[config.mk]
export PLATFORM = sky130hd
export DESIGN_NAME = sc_game_statemachine_flat
export DESIGN_NICKNAME = d
export VERILOG_FILES = /design/src/rtl/sc_game_statemachine_if.sv /design/src/rtl/sc_game_statemachine.sv /design/src/flat_wrapper.sv
export SDC_FILE = /design/constraint.sdc
export NUM_CORES = 1
export LEC_CHECK = 0
export ABC_AREA = 1
export BUFFER_PORTS_ARGS = -buffer_cell sky130_fd_sc_hd__buf_2
export CORE_AREA = 5 5 62 64
export CTS_CLUSTER_SIZE = 8
export DETAILED_ROUTE_END_ITERATION = 8
export DIE_AREA = 0 0 67 69
export PLACE_DENSITY = 0.8
export SYNTH_ARGS = -nofsm -noshare
export SYNTH_HDL_FRONTEND = slang
export SYNTH_SLANG_ARGS = --single-unit
[constraint.sdc]
create_clock -name SC_GAME_STATEMACHINE_CLOCK_50 -period 4.9 [get_ports SC_GAME_STATEMACHINE_CLOCK_50]
set_input_delay 0.245 -clock SC_GAME_STATEMACHINE_CLOCK_50 [delete_from_list [all_inputs] [get_ports SC_GAME_STATEMACHINE_CLOCK_50]]
set_output_delay 0.245 -clock SC_GAME_STATEMACHINE_CLOCK_50 [all_outputs]
set_load 0.02 [all_outputs]
[src/rtl/sc_game_statemachine_if.sv]
// Game controller bus: collision/start/tick inputs and the registered
// background-register, score and status outputs.
interface sc_game_statemachine_if;
   logic       SC_GAME_STATEMACHINE_COLLISION_InLow;
   logic       SC_GAME_STATEMACHINE_START_InLow;
   logic       SC_GAME_STATEMACHINE_TICK_In;
   logic       SC_GAME_STATEMACHINE_CLEAR_OutLow;
   logic       SC_GAME_STATEMACHINE_SHIFT_OutHigh;
   logic [1:0] SC_GAME_STATEMACHINE_LIVES_OutBUS;
   logic [2:0] SC_GAME_STATEMACHINE_LEVEL_OutBUS;
   logic [1:0] SC_GAME_STATEMACHINE_STATE_OutBUS;
   logic       SC_GAME_STATEMACHINE_GAMEOVER_OutHigh;
   logic       SC_GAME_STATEMACHINE_BLINK_OutHigh;

   modport master (
      output SC_GAME_STATEMACHINE_COLLISION_InLow,
      output SC_GAME_STATEMACHINE_START_InLow,
      output SC_GAME_STATEMACHINE_TICK_In,
      input  SC_GAME_STATEMACHINE_CLEAR_OutLow,
      input  SC_GAME_STATEMACHINE_SHIFT_OutHigh,
      input  SC_GAME_STATEMACHINE_LIVES_OutBUS,
      input  SC_GAME_STATEMACHINE_LEVEL_OutBUS,
      input  SC_GAME_STATEMACHINE_STATE_OutBUS,
      input  SC_GAME_STATEMACHINE_GAMEOVER_OutHigh,
      input  SC_GAME_STATEMACHINE_BLINK_OutHigh
   );

   modport slave (
      input  SC_GAME_STATEMACHINE_COLLISION_InLow,
      input  SC_GAME_STATEMACHINE_START_InLow,
      input  SC_GAME_STATEMACHINE_TICK_In,
      output SC_GAME_STATEMACHINE_CLEAR_OutLow,
      output SC_GAME_STATEMACHINE_SHIFT_OutHigh,
      output SC_GAME_STATEMACHINE_LIVES_OutBUS,
      output SC_GAME_STATEMACHINE_LEVEL_OutBUS,
      output SC_GAME_STATEMACHINE_STATE_OutBUS,
      output SC_GAME_STATEMACHINE_GAMEOVER_OutHigh,
      output SC_GAME_STATEMACHINE_BLINK_OutHigh
   );
endinterface

[src/rtl/sc_game_statemachine.sv]
// Game sequencer: start/play/hit/game-over control with lives, level and
// invulnerability timing; every output is registered.
//
// state    | meaning
// ---------+---------------------------------------------------------------
// IDLE     | waiting for a start press; lives/level held
// PLAY     | background shifts on tick; collision costs a life
// HIT      | invulnerable for HIT_HOLD ticks, blink toggles, shifting continues
// GAMEOVER | no lives left; shifting stops until the next start press
module sc_game_statemachine #(
   parameter int LIVES_INIT      = 3,
   parameter int TICKS_PER_LEVEL = 16,
   parameter int HIT_HOLD        = 8,
   parameter int LEVEL_MAX       = 7
) (
   input  logic                  SC_GAME_STATEMACHINE_CLOCK_50,
   input  logic                  SC_GAME_STATEMACHINE_RESET_InLow,
   sc_game_statemachine_if.slave gameBus
);

   typedef enum logic [1:0] {
      IDLE     = 2'b00,
      PLAY     = 2'b01,
      HIT      = 2'b10,
      GAMEOVER = 2'b11
   } stateType;

   localparam logic [1:0] LIVES_LOAD = 2'(LIVES_INIT);
   localparam logic [7:0] TICK_LAST  = 8'(TICKS_PER_LEVEL - 1);
   localparam logic [7:0] HIT_LAST   = 8'(HIT_HOLD - 1);
   localparam logic [2:0] LEVEL_TOP  = 3'(LEVEL_MAX);

   stateType   stateReg, stateNxt;
   logic [1:0] livesReg, livesNxt;
   logic [2:0] levelReg, levelNxt;
   logic [7:0] tickCnt, tickCntNxt;
   logic [7:0] hitCnt, hitCntNxt;
   logic       clearReg, clearNxt;
   logic       shiftReg, shiftNxt;
   logic       blinkReg, blinkNxt;
   logic       gameoverReg, gameoverNxt;
   logic       startPrev;
   logic       startArmed;
   logic       startEvent;

   logic collisionIn, startIn, tickIn;
   assign collisionIn = gameBus.SC_GAME_STATEMACHINE_COLLISION_InLow;
   assign startIn     = gameBus.SC_GAME_STATEMACHINE_START_InLow;
   assign tickIn      = gameBus.SC_GAME_STATEMACHINE_TICK_In;

   // startArmed stays low until START has been seen high, so a button held
   // through reset release cannot masquerade as a fresh press.
   assign startEvent = startArmed & startPrev & ~startIn;

   // State and output registers.
   always_ff @(posedge SC_GAME_STATEMACHINE_CLOCK_50) begin
      if (!SC_GAME_STATEMACHINE_RESET_InLow) begin
         stateReg    <= IDLE;
         livesReg    <= LIVES_LOAD;
         levelReg    <= 3'd0;
         tickCnt     <= 8'd0;
         hitCnt      <= 8'd0;
         clearReg    <= 1'b1;
         shiftReg    <= 1'b0;
         blinkReg    <= 1'b0;
         gameoverReg <= 1'b0;
         startPrev   <= 1'b1;
         startArmed  <= startIn;
      end else begin
         stateReg    <= stateNxt;
         livesReg    <= livesNxt;
         levelReg    <= levelNxt;
         tickCnt     <= tickCntNxt;
         hitCnt      <= hitCntNxt;
         clearReg    <= clearNxt;
         shiftReg    <= shiftNxt;
         blinkReg    <= blinkNxt;
         gameoverReg <= gameoverNxt;
         startPrev   <= startIn;
         startArmed  <= startArmed | startIn;
      end
   end

   // Next-state decision.
   always_comb begin
      stateNxt = stateReg;
      case (stateReg)
         IDLE:     if (startEvent) stateNxt = PLAY;
         PLAY:     if (!collisionIn) stateNxt = (livesReg > 2'd1) ? HIT : GAMEOVER;
         HIT:      if (tickIn && (hitCnt == HIT_LAST)) stateNxt = PLAY;
         GAMEOVER: if (startEvent) stateNxt = IDLE;
         default:  stateNxt = IDLE;
      endcase
   end

   // Registered-output and counter updates.
   always_comb begin
      livesNxt    = livesReg;
      levelNxt    = levelReg;
      tickCntNxt  = tickCnt;
      hitCntNxt   = hitCnt;
      clearNxt    = 1'b1;
      shiftNxt    = 1'b0;
      blinkNxt    = blinkReg;
      gameoverNxt = (stateNxt == GAMEOVER);

      // Shifting and level progression are shared by PLAY and HIT.
      if ((stateReg == PLAY || stateReg == HIT) && tickIn) begin
         shiftNxt = 1'b1;
         if (tickCnt == TICK_LAST) begin
            tickCntNxt = 8'd0;
            levelNxt   = (levelReg >= LEVEL_TOP) ? LEVEL_TOP : levelReg + 3'd1;
         end else begin
            tickCntNxt = tickCnt + 8'd1;
         end
      end

      case (stateReg)
         IDLE: begin
            if (startEvent) begin
               clearNxt   = 1'b0;
               livesNxt   = LIVES_LOAD;
               levelNxt   = 3'd0;
               tickCntNxt = 8'd0;
               hitCntNxt  = 8'd0;
               blinkNxt   = 1'b0;
            end
         end
         PLAY: begin
            if (!collisionIn) begin
               if (livesReg > 2'd1) begin
                  livesNxt  = livesReg - 2'd1;
                  hitCntNxt = 8'd0;
                  blinkNxt  = 1'b1;
               end else begin
                  livesNxt  = 2'd0;
                  blinkNxt  = 1'b0;
               end
            end
         end
         HIT: begin
            if (tickIn) begin
               if (hitCnt == HIT_LAST) begin
                  hitCntNxt = 8'd0;
                  blinkNxt  = 1'b0;
               end else begin
                  hitCntNxt = hitCnt + 8'd1;
                  blinkNxt  = ~blinkReg;
               end
            end
         end
         GAMEOVER: begin
            livesNxt = 2'd0;
            blinkNxt = 1'b0;
         end
         default: ;
      endcase
   end

   assign gameBus.SC_GAME_STATEMACHINE_CLEAR_OutLow     = clearReg;
   assign gameBus.SC_GAME_STATEMACHINE_SHIFT_OutHigh    = shiftReg;
   assign gameBus.SC_GAME_STATEMACHINE_LIVES_OutBUS     = livesReg;
   assign gameBus.SC_GAME_STATEMACHINE_LEVEL_OutBUS     = levelReg;
   assign gameBus.SC_GAME_STATEMACHINE_STATE_OutBUS     = stateReg;
   assign gameBus.SC_GAME_STATEMACHINE_GAMEOVER_OutHigh = gameoverReg;
   assign gameBus.SC_GAME_STATEMACHINE_BLINK_OutHigh    = blinkReg;

endmodule

[src/flat_wrapper.sv]
// flat-port wrapper written by rule: the top's interface ports become plain ports
module sc_game_statemachine_flat 
#(
   parameter int LIVES_INIT      = 3,
   parameter int TICKS_PER_LEVEL = 16,
   parameter int HIT_HOLD        = 8,
   parameter int LEVEL_MAX       = 7
)
  (SC_GAME_STATEMACHINE_CLOCK_50, SC_GAME_STATEMACHINE_RESET_InLow, gameBus_SC_GAME_STATEMACHINE_COLLISION_InLow, gameBus_SC_GAME_STATEMACHINE_START_InLow, gameBus_SC_GAME_STATEMACHINE_TICK_In, gameBus_SC_GAME_STATEMACHINE_CLEAR_OutLow, gameBus_SC_GAME_STATEMACHINE_SHIFT_OutHigh, gameBus_SC_GAME_STATEMACHINE_LIVES_OutBUS, gameBus_SC_GAME_STATEMACHINE_LEVEL_OutBUS, gameBus_SC_GAME_STATEMACHINE_STATE_OutBUS, gameBus_SC_GAME_STATEMACHINE_GAMEOVER_OutHigh, gameBus_SC_GAME_STATEMACHINE_BLINK_OutHigh);
  sc_game_statemachine_if gameBus_i ();
  input  logic SC_GAME_STATEMACHINE_CLOCK_50;
  input  logic SC_GAME_STATEMACHINE_RESET_InLow;
  input wire logic [$bits(gameBus_i.SC_GAME_STATEMACHINE_COLLISION_InLow)-1:0] gameBus_SC_GAME_STATEMACHINE_COLLISION_InLow;
  input wire logic [$bits(gameBus_i.SC_GAME_STATEMACHINE_START_InLow)-1:0] gameBus_SC_GAME_STATEMACHINE_START_InLow;
  input wire logic [$bits(gameBus_i.SC_GAME_STATEMACHINE_TICK_In)-1:0] gameBus_SC_GAME_STATEMACHINE_TICK_In;
  output wire logic [$bits(gameBus_i.SC_GAME_STATEMACHINE_CLEAR_OutLow)-1:0] gameBus_SC_GAME_STATEMACHINE_CLEAR_OutLow;
  output wire logic [$bits(gameBus_i.SC_GAME_STATEMACHINE_SHIFT_OutHigh)-1:0] gameBus_SC_GAME_STATEMACHINE_SHIFT_OutHigh;
  output wire logic [$bits(gameBus_i.SC_GAME_STATEMACHINE_LIVES_OutBUS)-1:0] gameBus_SC_GAME_STATEMACHINE_LIVES_OutBUS;
  output wire logic [$bits(gameBus_i.SC_GAME_STATEMACHINE_LEVEL_OutBUS)-1:0] gameBus_SC_GAME_STATEMACHINE_LEVEL_OutBUS;
  output wire logic [$bits(gameBus_i.SC_GAME_STATEMACHINE_STATE_OutBUS)-1:0] gameBus_SC_GAME_STATEMACHINE_STATE_OutBUS;
  output wire logic [$bits(gameBus_i.SC_GAME_STATEMACHINE_GAMEOVER_OutHigh)-1:0] gameBus_SC_GAME_STATEMACHINE_GAMEOVER_OutHigh;
  output wire logic [$bits(gameBus_i.SC_GAME_STATEMACHINE_BLINK_OutHigh)-1:0] gameBus_SC_GAME_STATEMACHINE_BLINK_OutHigh;
  assign gameBus_i.SC_GAME_STATEMACHINE_COLLISION_InLow = gameBus_SC_GAME_STATEMACHINE_COLLISION_InLow;
  assign gameBus_i.SC_GAME_STATEMACHINE_START_InLow = gameBus_SC_GAME_STATEMACHINE_START_InLow;
  assign gameBus_i.SC_GAME_STATEMACHINE_TICK_In = gameBus_SC_GAME_STATEMACHINE_TICK_In;
  assign gameBus_SC_GAME_STATEMACHINE_CLEAR_OutLow = gameBus_i.SC_GAME_STATEMACHINE_CLEAR_OutLow;
  assign gameBus_SC_GAME_STATEMACHINE_SHIFT_OutHigh = gameBus_i.SC_GAME_STATEMACHINE_SHIFT_OutHigh;
  assign gameBus_SC_GAME_STATEMACHINE_LIVES_OutBUS = gameBus_i.SC_GAME_STATEMACHINE_LIVES_OutBUS;
  assign gameBus_SC_GAME_STATEMACHINE_LEVEL_OutBUS = gameBus_i.SC_GAME_STATEMACHINE_LEVEL_OutBUS;
  assign gameBus_SC_GAME_STATEMACHINE_STATE_OutBUS = gameBus_i.SC_GAME_STATEMACHINE_STATE_OutBUS;
  assign gameBus_SC_GAME_STATEMACHINE_GAMEOVER_OutHigh = gameBus_i.SC_GAME_STATEMACHINE_GAMEOVER_OutHigh;
  assign gameBus_SC_GAME_STATEMACHINE_BLINK_OutHigh = gameBus_i.SC_GAME_STATEMACHINE_BLINK_OutHigh;
  sc_game_statemachine #(.LIVES_INIT(LIVES_INIT), .TICKS_PER_LEVEL(TICKS_PER_LEVEL), .HIT_HOLD(HIT_HOLD), .LEVEL_MAX(LEVEL_MAX)) u_core (.SC_GAME_STATEMACHINE_CLOCK_50(SC_GAME_STATEMACHINE_CLOCK_50), .SC_GAME_STATEMACHINE_RESET_InLow(SC_GAME_STATEMACHINE_RESET_InLow), .gameBus(gameBus_i));
endmodule
==> reports/metrics.csv <==
stage;metric;value;unit
pwr;NetSw;176;µW
pwr;total power draw;546;µW
pwr;Comb power frac;21.5;%
clocking;Num Clock Sinks;29;
sta;skew final;11.1;ps
worst_setup_path;Worst path slowest cell;dfxtp_1;
worst_setup_path;CP max FO;13;
job;# Max-Cap Violations;0;
pwr;sequential power share;47.5;%
sta;Hold Vio Cnt, Final;0;
synthesis;Netlist cell types;28;
synthesis;post-synthesis sequential area ratio;37.4;%
worst_setup_path;CP Launch Type;flip-flop;
sta;Slew @ Worst Pin;538;ps
status;status;complete, no violations;
global_route;first-pass GRT wire length;5290;µm
floorplanning;# rows;21;
drt;post-route ant nets;0;
clocking;Max H-tree Level;2;
sta;Final Max Slew Viols;0;
floorplanning;Die ar.;0.00462;mm²
worst_setup_path;Crit path required time;5140;ps
placed_design;Placement Cell Area;0.00166;mm²
pwr;Cell Pwr Density;316;mW/mm²
floorplanning;# IOs;16;
clocking;clk_lat worst skew;330;ps
cells_and_area;Antenna Diode Count;0;
placed_design;gpl congestion;0.825;
worst_setup_path;worst setup path category;flip-flop to flip-flop;
synthesis;Syn Nets;236;
floorplanning;initial core utilization;48.0;%
pwr;Peak VDD IR;0.253;mV
drt;Max Used Layer;met4;
clocking;Post-CTS Hold Buffers;0;
clocking;Post-CTS Setup Bufs;0;
drt;metal3 WL;91;µm
global_route;largest net degree at the start of global routing;14;
worst_setup_path;CP Capture Type;flip-flop;
sta;Final setup viols;0;
sta;achievable clock frequency;444;MHz
worst_setup_path;family with the most delay on the worst path;simple AND/OR/NAND/NOR gates;
clocking;CTS tree;built;
pwr;Pint;370;µW
clocking;Clock Tree Buf Depth;2;
cells_and_area;final-layout fill cell count;318;
cells_and_area;layout cells sized above 1;16.6;%
worst_setup_path;Crit path largest cell delay;450;ps
global_route;Tot GR Track Use;14.4;%
worst_setup_path;critical path buffer and inverter count;3;
worst_setup_path;CP arrival;2490;ps
drt;Vias/cell;4.69;
floorplanning;Die H;69;µm
hold_path;Worst Hold Class;primary input to flip-flop;
drt;Iteration-0 DRC Markers;37;
drt;metal1 wirelength;1460;µm
placed_design;Final HPWL DP;2170;µm
sta;Max-slew headroom;64.1;%
drt;first-pass iteration count of the detailed router;4;
clocking;post-CTS sizing;0;
placed_design;IO Port Bufs;15;
pwr;switching fraction of total power;32.3;%
pwr;Clk network pwr share;31.0;%
sta;Final min period;2250;ps
global_route;number of global-route vias before repair;1311;
drt;final WL;2880;µm
global_route;Overflow after GRT;0;
drt;Wirelength per Cell;10.0;µm
synthesis;flops & latches, synth;29;
cells_and_area;Total Nets Final;256;
synthesis;mean post-synth cell area;7.05;µm²
worst_setup_path;critical-path cell list;inv_1, ha_1, inv_2, or2_1, nand2_1, nor2_2, clkinv_1, o21ai_0, nor2_1;
cells_and_area;Non-Filler Cell Area, Final;0.00173;mm²
pwr;leakage power;0.000769;µW
clocking;CTS Buf Count;5;
drt;vias;1347;
clocking;root buffer cell;clkbuf_4;
sta;final period utilization;46.0;%
floorplanning;Die Wd;67;µm
drt;drt drc;0;
floorplanning;core area;0.00323;mm²
cells_and_area;area growth from synthesis to layout;11.5;%
sta;RSZ-0062 raised after global routing;no;
sta;Post-Route Setup TNS;0;ps
global_route;initial antenna violation count;0;
synthesis;mapped cell area;0.00155;mm²
synthesis;Synth Instances;220;
drt;met2 WL;1270;µm
clocking;Clock transition at path regs;100;ps
synthesis;Ys Warns;0;
## power groups by stage
stage	Sequential, µW	Combinational, µW	Clock (µW)
after CTS	260	117	177
after detailed placement	265	117	0
after global placement	265	115	0
after global routing	262	135	189
final	260	117	169
after floorplan	273	86.6	0
## cell usage in the layout (no fill, tap or decap)
cell type   n
nand2_2     4
a21oi_1    12
nor2_1     28
nor3_1      6
inv_1      30
clkinv_1    1
a31o_2      1
o211ai_1    1
or2_1       1
nand3b_1    1
ha_1       11
clkbuf_4    5
dfxtp_1    29
o21ai_1     1
xnor2_1     2
o21ai_0     5
nand3_1    12
buf_2      15
inv_2       2
nor2_2      6
a31oi_1     2
nor3_2      1
clkbuf_8    2
a21oi_2     2
o21bai_1    1
o22ai_1     2
nand3_2     1
nand4_1     3
clkinv_2    1
nand2_1    53
## worst register-to-register path: cells and delay by family (launching register included)
kind,cells,cell delay [ps]
adder cells (fa/ha/maj),1,300
flip-flops,1,450
buffers and inverters,3,530
AO/OA/AOI/OAI,1,220
AND/OR/NAND/NOR,4,660
## through the flow
step / utilization [%] / cells / worst slack [ps] / hold WS, ps
finish: 53.5 / 287 / 2650 / 106
global placement: 51.3 / 279 / 2800 / 441
CTS: 53.5 / 287 / 2650 / 88.1
global route: 53.5 / 287 / 2330 / 96.2
floorplan: - / 220 / 3050 / 338
detailed placement: 51.3 / 279 / 2660 / 441
## registers in the layout, indices dropped and copies added (netlist names)
register and flops:
u_core.gameBus.SC_GAME_STATEMACHINE_BLINK_OutHigh 1, u_core.gameBus.SC_GAME_STATEMACHINE_CLEAR_OutLow 1, u_core.gameBus.SC_GAME_STATEMACHINE_GAMEOVER_OutHigh 1, u_core.gameBus.SC_GAME_STATEMACHINE_LEVEL_OutBUS 3, u_core.gameBus.SC_GAME_STATEMACHINE_LIVES_OutBUS 2, u_core.gameBus.SC_GAME_STATEMACHINE_SHIFT_OutHigh 1
u_core.gameBus.SC_GAME_STATEMACHINE_STATE_OutBUS 2, u_core.hitCnt 8, u_core.startArmed 1, u_core.startPrev 1, u_core.tickCnt 8
## logic make-up (layout without fill, tap and decap cells)
kind of cell / Yosys count / after routing / synth area share [%]
XOR/XNOR: 2 / 2 / 1.13
buffers and inverters: 35 / 56 / 9.60
AO/OA/AOI/OAI: 27 / 27 / 10.1
flip-flops: 29 / 29 / 37.4
adder cells (fa/ha/maj): 11 / 11 / 8.88
AND/OR/NAND/NOR: 116 / 116 / 32.8
## synthesized netlist by cell type, drive strengths merged
cell type,n,share of area (%)
a31oi,2,0.81
nand3b,1,0.48
dfxtp,29,37
o211ai,1,0.48
xnor2,2,1.1
ha,11,8.9
buf,1,0.73
o22ai,2,0.81
o21bai,1,0.48
clkbuf,1,0.89
nand3,13,4.5
nand2,57,14
inv,32,7.7
nor2,34,9.2
o21ai,6,1.9
clkinv,1,0.24
or2,1,0.40
a31o,1,0.57
nor3,7,2.6
nand4,3,1.2
a21oi,14,5.0
## final timing paths
check | from | end | slack (ps) | depth (start not counted)
worst max-delay path | flip-flop | u_core.hitCnt[2] | 2650 | 9
worst min-delay path | gameBus_SC_GAME_STATEMACHINE_START_InLow | u_core.startPrev | 110 | 3
worst min register to register | u_core.startArmed | u_core.startArmed | 470 | 2
worst max register to register | flip-flop | u_core.hitCnt[2] | 2650 | 9
## layer usage
metal  track usage [%]  vias up
met4              6.08        0
met1              17.7      590
met5                 0        -
met2              22.9       18
li1                  -      733
met3              4.38        6
## layout make-up
cell class                      instances  area (µm²)  share of cell area [%]
Clock buffer                            7        65.1                    3.77
Clock inverter                          1        5.00                   0.290
Inverter                               33         124                    7.17
Multi-Input combinational cell        156         821                    47.5
Sequential cell                        29         581                    33.6
Tap cell                               46        57.6                    3.33
Timing Repair Buffer                   15        75.1                    4.34
No activity file was read; power rests on OpenSTA's default activity.
